<file path="src/rtl/pipe_stage_ctl_if.sv">
// Handshake bundle for one pipeline-stage boundary: upstream valid/ready/data,
// downstream valid/ready/data and the occupancy count.
interface pipe_stage_ctl_if #(
  parameter int DW = 134
);
  logic          in_valid_i;
  logic          in_ready_o;
  logic [DW-1:0] in_data_i;
  logic          out_valid_o;
  logic          out_ready_i;
  logic [DW-1:0] out_data_o;
  logic [1:0]    count_o;

  // Producer/consumer side that drives the stage
  modport master (
    output in_valid_i, in_data_i, out_ready_i,
    input  in_ready_o, out_valid_o, out_data_o, count_o
  );

  // The stage itself
  modport slave (
    input  in_valid_i, in_data_i, out_ready_i,
    output in_ready_o, out_valid_o, out_data_o, count_o
  );
endinterface

</file>
<file path="src/rtl/pipe_stage_ctl.sv">
// Pipeline-stage register with valid/ready handshake, optional two-entry skid
// buffer, synchronous flush and a configurable bubble value when empty.
module pipe_stage_ctl #(
  parameter int            DW         = 134,
  parameter logic [DW-1:0] BUBBLE_VAL = {DW{1'b0}},
  parameter bit            SKID       = 1'b1
) (
  input  logic               clk,
  input  logic               rst,
  input  logic               flush_i,
  pipe_stage_ctl_if.slave    bus
);

  logic          r_m_v;
  logic          r_s_v;
  logic [DW-1:0] r_m_d;
  logic [DW-1:0] r_s_d;

  logic          w_in_ready;
  logic          w_in_xfer;
  logic          w_out_xfer;
  logic          w_m_v_nxt;
  logic          w_s_v_nxt;
  logic [DW-1:0] w_m_d_nxt;
  logic [DW-1:0] w_s_d_nxt;

  // With a skid entry, ready comes straight from a flop so upstream timing is
  // isolated; without it, ready looks through to the downstream ready.
  generate
    if (SKID) begin : g_skid
      assign w_in_ready = !r_s_v;
    end else begin : g_no_skid
      assign w_in_ready = !r_m_v | bus.out_ready_i;
    end
  endgenerate

  assign w_in_xfer  = bus.in_valid_i & w_in_ready;
  assign w_out_xfer = r_m_v & bus.out_ready_i;

  always_comb begin
    // NOTE: every output of this block gets a default first, so no path can
    // leave a signal unassigned and infer a latch.
    w_m_v_nxt = r_m_v;
    w_m_d_nxt = r_m_d;
    w_s_v_nxt = r_s_v;
    w_s_d_nxt = r_s_d;

    if (flush_i) begin
      w_m_v_nxt = 1'b0;
      w_s_v_nxt = 1'b0;
      w_m_d_nxt = BUBBLE_VAL;
    end else if (w_out_xfer && r_s_v) begin
      w_m_d_nxt = r_s_d;
      if (w_in_xfer) begin
        w_s_d_nxt = bus.in_data_i;
      end else begin
        w_s_v_nxt = 1'b0;
      end
    end else if (w_out_xfer) begin
      if (w_in_xfer) begin
        w_m_v_nxt = 1'b1;
        w_m_d_nxt = bus.in_data_i;
      end else begin
        w_m_v_nxt = 1'b0;
        w_m_d_nxt = BUBBLE_VAL;
      end
    end else if (w_in_xfer && !r_m_v) begin
      w_m_v_nxt = 1'b1;
      w_m_d_nxt = bus.in_data_i;
    end else if (w_in_xfer && SKID) begin
      w_s_v_nxt = 1'b1;
      w_s_d_nxt = bus.in_data_i;
    end
  end

  // NOTE: state flops use non-blocking assignments so every register samples
  // the pre-edge values, independent of statement order.
  always_ff @(posedge clk) begin
    if (rst) begin
      r_m_v <= 1'b0;
      r_s_v <= 1'b0;
      r_m_d <= BUBBLE_VAL;
    end else begin
      r_m_v <= w_m_v_nxt;
      r_s_v <= SKID ? w_s_v_nxt : 1'b0;
      r_m_d <= w_m_d_nxt;
    end
  end

  // NOTE: skid payload is never reset; it is only observable through r_m_d
  // after r_s_v has qualified it, so clearing it would buy nothing.
  always_ff @(posedge clk) begin
    r_s_d <= w_s_d_nxt;
  end

  assign bus.in_ready_o  = w_in_ready;
  assign bus.out_valid_o = r_m_v;
  assign bus.out_data_o  = r_m_d;
  assign bus.count_o     = {1'b0, r_m_v} + {1'b0, r_s_v};

endmodule

</file>
<file path="src/flat_wrapper.sv">
// flat-port wrapper written by rule: the top's interface ports become plain ports
module pipe_stage_ctl_flat 
#(
  parameter int            DW         = 134,
  parameter logic [DW-1:0] BUBBLE_VAL = {DW{1'b0}},
  parameter bit            SKID       = 1'b1
)
  (clk, rst, flush_i, bus_in_valid_i, bus_in_data_i, bus_out_ready_i, bus_in_ready_o, bus_out_valid_o, bus_out_data_o, bus_count_o);
  pipe_stage_ctl_if #(.DW(DW)) bus_i ();
  input  logic clk;
  input  logic rst;
  input  logic flush_i;
  input wire logic [$bits(bus_i.in_valid_i)-1:0] bus_in_valid_i;
  input wire logic [$bits(bus_i.in_data_i)-1:0] bus_in_data_i;
  input wire logic [$bits(bus_i.out_ready_i)-1:0] bus_out_ready_i;
  output wire logic [$bits(bus_i.in_ready_o)-1:0] bus_in_ready_o;
  output wire logic [$bits(bus_i.out_valid_o)-1:0] bus_out_valid_o;
  output wire logic [$bits(bus_i.out_data_o)-1:0] bus_out_data_o;
  output wire logic [$bits(bus_i.count_o)-1:0] bus_count_o;
  assign bus_i.in_valid_i = bus_in_valid_i;
  assign bus_i.in_data_i = bus_in_data_i;
  assign bus_i.out_ready_i = bus_out_ready_i;
  assign bus_in_ready_o = bus_i.in_ready_o;
  assign bus_out_valid_o = bus_i.out_valid_o;
  assign bus_out_data_o = bus_i.out_data_o;
  assign bus_count_o = bus_i.count_o;
  pipe_stage_ctl #(.DW(DW), .BUBBLE_VAL(BUBBLE_VAL), .SKID(SKID)) u_core (.clk(clk), .rst(rst), .flush_i(flush_i), .bus(bus_i));
endmodule
</file>
<file path="config.mk">
export PLATFORM = sky130hd
export DESIGN_NAME = pipe_stage_ctl_flat
export DESIGN_NICKNAME = d
export VERILOG_FILES = /design/src/rtl/pipe_stage_ctl_if.sv /design/src/rtl/pipe_stage_ctl.sv /design/src/flat_wrapper.sv
export SDC_FILE = /design/constraint.sdc
export NUM_CORES = 1
export LEC_CHECK = 0
export BUFFER_PORTS_ARGS = -buffer_cell sky130_fd_sc_hd__buf_2
export CORE_ASPECT_RATIO = 0.9
export CORE_MARGIN = 4
export CORE_UTILIZATION = 53
export DETAILED_ROUTE_END_ITERATION = 10
export HOLD_SLACK_MARGIN = 0.08
export PLACE_DENSITY = 0.84
export SLEW_MARGIN = 15
export SYNTH_ARGS = -nofsm -noshare
export SYNTH_HDL_FRONTEND = slang
export SYNTH_SLANG_ARGS = --single-unit
</file>
<file path="constraint.sdc">
create_clock -name clk -period 25.7 [get_ports clk]
set_input_delay 5.14 -clock clk [delete_from_list [all_inputs] [get_ports clk]]
set_output_delay 5.14 -clock clk [all_outputs]
set_load 0.01 [all_outputs]
</file>
# Yosys cells after proc, flatten, opt, wreduce, memory -nomap -nowiden

Cells that the tools add are included.

Logic and storage cells: 39
Bits of input ports: 139
Output and inout bits: 138
Register bits after elaboration: 270

Reductions and logical operators: 11
Mux-type cells: 16
Bitwise gates (word level): 4
Equality and inequality tests: 3
Add/subtract/negate cells: 1

Operators by type and width:

| operator                                       | count |
|---|---|
| two-way mux 134 bit                            | 8 |
| two-way mux 1 bit                              | 8 |
| != test 2 bit (second input constant)          | 2 |
| AND reduction 4 bit                            | 1 |
| nonzero test 2 bit                             | 2 |
| AND reduction 3 bit                            | 1 |
| nonzero test 3 bit                             | 1 |
| adder 1 x 1 -> 2 bit                           | 1 |
| AND 1 bit                                      | 2 |
| logical AND 1 bit                              | 2 |
| logical NOT 1 bit                              | 2 |
| != test 2 x 1 -> 1 bit (second input constant) | 1 |
| NOT 1 bit                                      | 2 |
| AND reduction 2 bit                            | 1 |
| OR reduction 2 bit                             | 1 |

# Longest topological paths before layout

Depth in word-level cells: 6
Gate-level depth with buffers: 7
Gate-level depth less buffers: 3

# Worst setup path before layout

No wires, ideal clock.

Kind: in2reg
Start: input bus_in_valid_i
End: register u_core.r_s_d[0] (enable)
Buffers on the path: 0
Slack: 5.844 ns
Data arrival time: 18.857 ns
Required time: 24.700 ns
Library setup time: 1.000 ns
Cell stages on the path: 2
Path through: nand2b_1 -> nor4b_1

Word-level cells in the longest chain between the ends: 4

RTL lines:

| what                                    | RTL line             | text |
|---|---|---|
| from (decl)                             | flat_wrapper.sv:13   | `input wire logic [$bits(bus_i.in_valid_i)-1:0] bus_in_valid_i;` |
| AND 1 bit                               | pipe_stage_ctl.sv:37 | `assign w_in_xfer = bus.in_valid_i & w_in_ready;` |
| logical AND 1 bit                       | pipe_stage_ctl.sv:67 | `end else if (w_in_xfer && !r_m_v) begin` |
| != test 2 x 1 -> 1 bit (no source line) | -                    |  |
| AND reduction 3 bit (no source line)    | -                    |  |
| to (signal assigned)                    | pipe_stage_ctl.sv:93 | `r_s_d <= w_s_d_nxt;` |
| to (decl)                               | pipe_stage_ctl.sv:17 | `logic [DW-1:0] r_s_d;` |

Every way passes these cells.
A chain may end at the register's enable or synchronous reset.

# Final worst setup path

Start: input bus_in_valid_i
End: register u_core.r_s_d[87] (enable)

Same word-level chain as after synthesis.

==> metrics.txt <==
post-CTS setup buffers=0; Core ar.=19300 µm²; arrival time at the worst endpoint=7.82 ns; Initial Util=54.2%; status=completed; pwr dens=73.6 nW/µm²; post-route setup TNS=0 ns; slew margin rel.=30.0%; vias in the first global route=7803; DRC viols=0; initial antenna violation count=5; Final Core Density=66.3%; Syn. warnings=0; Layout Cells excl Fill=1409; placed instance count=1356; Starting DRT DRC Count=539; total wire length=26200 µm; Nets=1276; most common cell after layout, fill and taps aside=buf_2; count of pins over their slew limit=0; Avg Cell Area, Syn=11.7 µm²; Reg2Reg Depth=4; IO Port Bufs=276; Worst-path clk slew=0.06 ns; FF+latch count, synth=270; measured slew at the worst slew-check pin=1.05 ns; Startpoint Class=input port; endpoints failing setup=0; clock latency on the worst-skew pair=0.53 ns; pre-CTS WS=17.47 ns; site row count=48; P_leak=4.90 nW; Post-DP HPWL=16000 µm; GRT Total Usage=22.9%; Crit Path Category=input port to register; Min-Delay Path Class=register to register; clock skew=0.0199 ns; num ports=277; Finished Cell Area=12800 µm²; post-cts sizing count=0; crit share post-route=29.9%; max cap viols=0; Final Hold Viols=0; layout cell share with drive strength beyond 1=33.9%; VDD IR max=0.0565 mV; routability cong.=0.775; Hold Buf Count CTS=0; first-pass GRT wire length=41200 µm; first drt pass iteration count=7; Fillers=1450; count of cell types in the netlist=22; post-synthesis cell area=10500 µm²; die area=22000 µm²; WP data required=25.84 ns; Final ANT Viol Nets=0; post-synth net total=1035; CTS root buffer=clkbuf_16; maximum operating frequency=130 MHz; Synth-to-Final Area Change=22.4%; Die W=156 µm; H-tree levels=1; largest net degree at the start of global routing=137; Congestion Overflow GR=0; TritonCTS buffer count=28; post-layout min period=7.67 ns; final setup margin=18.03 ns; CTS max path bufs=3; vias=7865; Crit Path Max Fanout=68; per-cell routed wire length=18.6 µm; die height=141 µm; placed cell area=11900 µm²; most frequent cells in the layout=buf_2, inv_1, nand2_1, dfxtp_1, o21ai_0; sequential share of the synthesized area=64.5%; clk sink count=270; Syn Inst Count=895; CP Capture Type=register; CTS tree=done; RSZ-0062 raised after global routing=no; WHS Path Cells=2; routed vias/inst=5.58
## final timing paths
path,start,endpoint,slack (ns)
setup reg to reg,u_core.r_s_v,u_core.bus.out_data_o[98],22.68
hold reg to reg,u_core.bus.out_data_o[59],u_core.bus.out_data_o[59],0.46
hold / removal,u_core.bus.out_data_o[59],u_core.bus.out_data_o[59],0.46
setup / recovery,bus_in_valid_i,u_core.r_s_d[87],18.03
## cell usage after synthesis
cell type,instances,area share (%)
o21a_1,1,0.072
dfxtp_1,136,26
a221oi_1,74,6.2
nor4b_1,1,0.084
nand2b_1,1,0.060
nor2_1,2,0.072
edfxtp_1,134,38
nand3_1,1,0.048
a21oi_1,1,0.048
inv_1,136,4.9
o21ai_0,135,6.5
nand2_1,136,4.9
buf_2,11,0.53
clkbuf_1,46,1.7
a21boi_0,1,0.072
ha_1,1,0.12
buf_6,8,0.86
nor2_2,1,0.060
buf_4,7,0.50
buf_1,1,0.036
a221oi_2,60,8.6
a211oi_4,1,0.19
## logic make-up after synthesis
| group | share of synthesized area [%] |
|---|---|
| AOI/OAI and AO/OA | 21.7 |
| adders and majority gates | 0.120 |
| buffers and inverters | 8.46 |
| DFF | 64.5 |
| and+or+nand+nor | 5.21 |
## metal layers
metal  track usage, %  routed length [µm]  share of wire (%)  vias to the layer above
li1                 -                   -                  -                     3686
met1             30.8               10700                 41                     3785
met2             36.6               12400                 47                      333
met3             6.57                2530                9.7                       53
met4             5.99                 575                2.2                        8
met5                0                  35               0.13                        -
## power breakdown
part	switching (W)	internal [W]
Clock	0.000160	0.000234
Combinational	0.0000512	0.0000273
Sequential	0.00000568	0.000463
## critical path: stages
cell      delay (ns)
buf_4           0.52
nand2b_1        0.23
nor4b_2         0.25
buf_4           0.70
buf_4           0.84
## state kept, by name (all words and copies together), names as in the netlist
register / cells
u_core.r_s_v: 1
u_core.bus.out_data_o: 134
u_core.bus.out_valid_o: 1
u_core.r_s_d: 134
## stage by stage
| step | power (W) | hold WS, ns |
|---|---|---|
| floorplan | 0.000524 | 0.485 |
| global placement | 0.000553 | 0.446 |
| detailed placement | 0.000556 | 0.449 |
| CTS | 0.000948 | 0.458 |
| global route | 0.000973 | 0.475 |
| finish | 0.000941 | 0.456 |
## layout make-up
cell class / count / area, µm² / area share, %
multi-input combinational: 416 / 2850 / 22.3
clock inverter: 10 / 78.8 / 0.616
sequential: 270 / 6750 / 52.7
timing repair buffer: 284 / 1450 / 11.3
inverter: 136 / 510 / 3.99
tap: 250 / 313 / 2.45
clock buffer: 42 / 835 / 6.53
antenna: 1 / 2.50 / 0.0196
Note: power is estimated with default switching activity, not from simulation.
